$ cat src/rtl/upc_scan_tx.sv
// Serial transmitter for 4-bit item records {Mark,U,P,C}: start, 4 data bits LSB-first, stop.
// Define UPC_SCAN_TX_PARITY_EN to insert an even-parity bit between the data and the stop bit.
module upc_scan_tx #(
    parameter int CLKS_PER_BIT = 4
) (
    input  logic       clk,
    input  logic       reset,
    input  logic [3:0] rec_in,
    input  logic       rec_valid,
    output logic       rec_ready,
    output logic       tx_out,
    output logic       busy,
    output logic       done
);

    localparam int CW = $clog2(CLKS_PER_BIT);
    localparam logic [CW-1:0] LAST_CLK = CW'(CLKS_PER_BIT - 1);

    typedef enum logic [2:0] {
        IDLE,
        START,
        DATA,
`ifdef UPC_SCAN_TX_PARITY_EN
        PARITY,
`endif
        STOP
    } state_t;

    state_t        state, state_d;
    logic [CW-1:0] clk_cnt, clk_cnt_d;
    logic [1:0]    bit_cnt, bit_cnt_d;
    logic [3:0]    shreg, shreg_d;
    logic          tx_q, tx_d;
    logic          bit_end;
`ifdef UPC_SCAN_TX_PARITY_EN
    logic          par_q, par_d;
`endif

    assign bit_end   = (clk_cnt == LAST_CLK);
    assign rec_ready = (state == IDLE);
    assign busy      = (state != IDLE);
    assign done      = (state == STOP) && bit_end;
    assign tx_out    = tx_q;

    // NOTE: every signal assigned here gets a default first, so no path leaves one unassigned and no latch is inferred.
    always_comb begin
        state_d   = state;
        clk_cnt_d = clk_cnt;
        bit_cnt_d = bit_cnt;
        shreg_d   = shreg;
        tx_d      = tx_q;
`ifdef UPC_SCAN_TX_PARITY_EN
        par_d     = par_q;
`endif
        // tx_d is the line level for the cycle after this edge, so tx_out stays a clean register.
        case (state)
            IDLE: begin
                clk_cnt_d = '0;
                bit_cnt_d = '0;
                tx_d      = 1'b1;
                if (rec_valid) begin
                    state_d = START;
                    shreg_d = rec_in;
                    tx_d    = 1'b0;
`ifdef UPC_SCAN_TX_PARITY_EN
                    par_d   = ^rec_in;
`endif
                end
            end
            START: begin
                if (bit_end) begin
                    clk_cnt_d = '0;
                    state_d   = DATA;
                    tx_d      = shreg[0];
                end else begin
                    clk_cnt_d = clk_cnt + CW'(1);
                end
            end
            DATA: begin
                if (bit_end) begin
                    clk_cnt_d = '0;
                    shreg_d   = {1'b0, shreg[3:1]};
                    if (bit_cnt == 2'd3) begin
                        bit_cnt_d = '0;
`ifdef UPC_SCAN_TX_PARITY_EN
                        state_d   = PARITY;
                        tx_d      = par_q;
`else
                        state_d   = STOP;
                        tx_d      = 1'b1;
`endif
                    end else begin
                        bit_cnt_d = bit_cnt + 2'd1;
                        tx_d      = shreg[1];
                    end
                end else begin
                    clk_cnt_d = clk_cnt + CW'(1);
                end
            end
`ifdef UPC_SCAN_TX_PARITY_EN
            PARITY: begin
                if (bit_end) begin
                    clk_cnt_d = '0;
                    state_d   = STOP;
                    tx_d      = 1'b1;
                end else begin
                    clk_cnt_d = clk_cnt + CW'(1);
                end
            end
`endif
            STOP: begin
                if (bit_end) begin
                    clk_cnt_d = '0;
                    state_d   = IDLE;
                    tx_d      = 1'b1;
                end else begin
                    clk_cnt_d = clk_cnt + CW'(1);
                end
            end
            default: begin
                state_d   = IDLE;
                clk_cnt_d = '0;
                bit_cnt_d = '0;
                tx_d      = 1'b1;
            end
        endcase
    end

    // NOTE: state registers use non-blocking assignments so every flop samples pre-edge values.
    always_ff @(posedge clk) begin
        if (reset) begin
            state   <= IDLE;
            clk_cnt <= '0;
            bit_cnt <= '0;
            shreg   <= '0;
            tx_q    <= 1'b1;
`ifdef UPC_SCAN_TX_PARITY_EN
            par_q   <= 1'b0;
`endif
        end else begin
            state   <= state_d;
            clk_cnt <= clk_cnt_d;
            bit_cnt <= bit_cnt_d;
            shreg   <= shreg_d;
            tx_q    <= tx_d;
`ifdef UPC_SCAN_TX_PARITY_EN
            par_q   <= par_d;
`endif
        end
    end

endmodule
$ cat config.mk
export PLATFORM = sky130hd
export DESIGN_NAME = upc_scan_tx
export DESIGN_NICKNAME = d
export VERILOG_FILES = /design/src/rtl/upc_scan_tx.sv
export SDC_FILE = /design/constraint.sdc
export NUM_CORES = 1
export LEC_CHECK = 0
export BUFFER_PORTS_ARGS = -buffer_cell sky130_fd_sc_hd__buf_4
export CAP_MARGIN = 15
export CORE_MARGIN = 2
export CORE_UTILIZATION = 34
export CTS_CLUSTER_DIAMETER = 60
export DETAILED_ROUTE_END_ITERATION = 7
export PLACE_DENSITY_LB_ADDON = 0.25
export SYNTH_ARGS = -nofsm -noshare
export SYNTH_HDL_FRONTEND = slang
export SYNTH_SLANG_ARGS = --single-unit
$ cat constraint.sdc
create_clock -name clk -period 2.35 [get_ports clk]
set_input_delay 0.3525 -clock clk [delete_from_list [all_inputs] [get_ports clk]]
set_output_delay 0.3525 -clock clk [all_outputs]
set_load 0.1 [all_outputs]
# == After elaboration in Yosys (flattened, before gate mapping) ==
# Cells that the tools add are included.
# op_classes
add_sub_neg,2
n_mux,18
eq_ne,10
n_bitwise,2
n_reduce_logical,11
# op_table
op,count
3-bit two-way mux,5
3-bit one-hot mux with 4 select lines,1
"2-bit inequality test, second input constant",5
4-bit two-way mux,2
4-bit one-hot mux with 2 select lines,1
"3-bit by 2-bit == test with 1-bit output, second input constant",2
3-bit AND reduction,2
3-bit OR reduction,2
1-bit two-way mux,5
5-bit AND reduction,1
"2-bit by 1-bit adder with 2-bit output, second input constant",2
"2-bit == test, second input constant",2
2-bit two-way mux,2
1-bit one-hot mux with 4 select lines,1
2-bit one-hot mux with 2 select lines,1
"3-bit by 1-bit == test with 1-bit output, second input constant",1
3-bit logical NOT,1
3-bit nonzero test,1
1-bit inverter,2
2-bit AND reduction,1
2-bit nonzero test,1
2-bit OR reduction,1
1-bit logical AND,1
# totals
reg_bits,12
out_inout_bits,4

# == Logic depth before layout (Yosys ltp) ==
# depth
depth_word,4
depth_mapped,6
ltp_nobuf,5

# == Worst setup path after synthesis ==
# Ideal clock, no wire load.
# synth_path
kind,reg2out
startpoint,register state[0]
endpoint,output port busy
slack_ps,-56
stages_incl_launch_ff,4
arrival_ps,2054
required_time_ps,1997
cell_sequence,dfxtp_1 inv_1 ha_1 inv_1
# synth_via
elab_chain_len,1
# synth_lines
element,line_no,rtl
"start, declared",29,"state_t state, state_d;"
"start signal, assigned",141,state <= state_d;
3-bit nonzero test,41,assign busy = (state != IDLE);
"end, declared",12,"output logic busy,"
# No other way between the ends.

# == Worst setup path after layout ==
# layout_path
startpoint,register state[0]
endpoint,register state[0]
# layout_via
elab_chain_len,3
elab_cells_between_ends,11
classes_between,eq/ne: 8; mux: 1; reduce/logical: 2
# layout_lines
element,line_no,rtl
3-bit by 2-bit == test with 1-bit output (tied with other cells),56,case (state)
2-bit inequality test (no source line),--,
5-bit AND reduction (no source line),--,
# Parallel ways exist; a longest one is shown, timed or not.
# A chain may end at the register's enable or synchronous reset.

==> flow_summary.yaml <==
run_status:
  outcome: "complete, no violations"
clock_network:
  insertion_delay_ns: 0.27
  cts_tree: "built"
  cts-resized-gates: 0
  htree_levels: 1
  cts_hold_buffers: 0
  clockBufferDepth: 2
  cts.sinks: 11
  cts-buffers-inserted: 3
  postCtsSetupRepairBufs: 0
  clkTransAtPathRegs_ns: 0.07
  clock-root-buffer: "clkbuf_4"
layout:
  fin_nets: 101
  stdcell_count: 112
  final_cell_mix: "dfxtp_1 (11), buf_4 (10), ha_1 (7)"
  antenna_cells: 0
  fin_util: 0.4196
  n_fill_cell: 225
  regArea_um2: 220.2
  multi_input_area_um2: 452.9
  final_common_cell: "dfxtp_1"
  drive_gt1_frac: 0.2824
  area_delta_synth_final_pct: 16.25
placement:
  post-place-ws_ns: 0.5280
  io_buffers: 10
  dp_hpwl_um: 1036
  place_congestion: 0.7117
  dp.cells: 108
synth:
  synth_nets: 89
  yosysSeqAreaShare: 0.3110
  syn_area_per_cell_um2: 9.570
  synthCells: 74
  synth.distinct_cells: 29
  syn-cell-area_um2: 708.2
  synth_seq_cells: 11
  yosysWarningCount: 0
global_route:
  grt_pass1_vias: 531
  grt_overflow: 0
  grt_pass1_wl_um: 2235
  grt_util_all_layers: 0.1231
  grt_max_degree: 15
  antenna_found_initial: 0
timing:
  min_period_over_period: 0.7829
  slew_violations: 0
  min_period_ns: 1.840
  rsz0062_at_grt: "false"
  worstMarginPinSlew_ns: 0.4778
  max_freq_ghz: 0.5435
  slew_headroom: 0.6814
  tns_ns: 0
  fin_skew_ns: 0.0009065
  worst_slack_ns: 0.5102
  hold_violations: 0
  setup_viol: 0
critical_path:
  r2r_slack_ns: 0.51
  start_kind: "flip-flop"
  end_kind: "flip-flop"
  cp_cell_sequence: "inv_1, ha_1, nor3_2, o221a_4, mux2_4"
  critical-path-slowest-cell: "dfxtp_1"
  crit_required_ns: 2.51
  critPathArrivalTime_ns: 2.00
  worstSetupPathType: "reg -> reg"
  crit_fanout: 12
  reg2reg_depth: 5
  r2r-end: "state[0]"
  cpPeakStageDelay_ns: 0.39
  r2r_start: "state[0]"
floorplanning:
  rows: 16
  die_x_um: 49.64
  die_y_um: 49.64
  dieArea_um2: 2464
  io_pins: 11
  start_util: 0.3610
  coreArea_um2: 1962
routing:
  wire_per_inst_um: 12.23
  ant_nets: 0
  via_per_inst: 5.071
  wl_um: 1370
  drc: 0
  top_layer: "met4"
  drtIter0Drc: 16
  wl_met3_um: 68
  vias: 568
  wirelength_met1_um: 687
  wl_met2_um: 569
  dr.pass1.iters: 4
min_path:
  whs_path_depth: 2
  hold_class: "in -> reg"
  min_from: "reset"
  hold_end: "shreg[3]"
power:
  p_leak_nw: 0.3519
  powerDensity_nw_per_um2: 1455
  irDropWorstVdd_uv: 850.2
flow_run:
  drv_cap: 0
[report_power, final]
part           leakage (nW)  switching [mW]  internal [mW]
sequential           0.0904          0.0462          0.247
combinational         0.247           0.488          0.286
clock                0.0150          0.0646         0.0658
[flip-flops by register name, indices dropped and copies added (netlist names)]
name	cells
state	2
clk_cnt	2
tx_out	1
bit_cnt	2
shreg	4
[layout make-up]
class,instances,share of cell area
clock buffers,4,0.03191
inverters,4,0.01824
multi-input cells,56,0.5502
flip-flops and latches,11,0.2675
well taps,27,0.04103
repair buffers,10,0.09119
[metrics by stage]
step	total power, mW	hold slack [ns]	instance area [µm²]
floorplan	0.9494	0.4061	710.7
global placement	1.069	0.4183	797.0
detailed placement	1.077	0.4397	797.0
CTS	1.210	0.3394	823.3
global route	1.282	0.3658	823.3
finish	1.197	0.3514	823.3
[cell families after synthesis]
logic type | count (synthesis) | synth area share
mux | 5 | 0.09894
flops | 11 | 0.3110
fa+ha+maj | 8 | 0.1413
compound gates | 14 | 0.1343
buf+inv | 7 | 0.05300
simple gates | 29 | 0.2615
[layer usage]
| layer | GRT usage | up-vias |
|---|---|---|
| met5 | 0 | - |
| met4 | 0.1111 | 0 |
| met3 | 0.03030 | 4 |
| met2 | 0.1778 | 15 |
| met1 | 0.1487 | 254 |
| li1 | - | 295 |
[cells in the mapped netlist, drive strengths merged]
| cell | n | area [µm²] |
|---|---|---|
| a31oi | 4 | 25.02 |
| o21ai | 5 | 25.02 |
| nand3 | 1 | 5.000 |
| clkbuf | 1 | 3.750 |
| ha | 8 | 100.1 |
| nor3 | 5 | 30.03 |
| nor3b | 1 | 7.510 |
| nand2b | 4 | 25.02 |
| and2 | 1 | 6.260 |
| nor4 | 5 | 31.28 |
| and2b | 1 | 8.760 |
| and3 | 1 | 6.260 |
| a21oi | 3 | 15.01 |
| a2111oi | 1 | 10.01 |
| nor4b | 1 | 8.760 |
| mux2i | 1 | 10.01 |
| dfxtp | 11 | 220.2 |
| inv | 4 | 15.01 |
| nand4 | 1 | 6.260 |
| nor2b | 2 | 20.02 |
| buf | 2 | 18.77 |
| or2 | 3 | 18.77 |
| o221a | 1 | 20.02 |
| mux2 | 4 | 60.06 |
| nor2 | 3 | 11.26 |
[how the worst max path moves through the flow]
stage          startpoint       end  slack, ns
6_report         state[0]  state[0]       0.51
5_1_grt          state[0]  state[0]       0.39
4_1_cts          state[0]  state[0]       0.50
3_5_place_dp     state[0]  state[0]       0.53
3_3_place_gp     state[0]  state[0]       0.63
2_1_floorplan    state[0]      busy       0.42
[worst max-delay path, delay by kind of cell, from the launching register on]
family / cells / cell delay, ns
buf+inv: 1 / 0.12
compound gates: 1 / 0.24
flops: 1 / 0.39
simple gates: 1 / 0.32
mux: 1 / 0.29
fa+ha+maj: 1 / 0.38
Power figures use the tool's default switching activity.
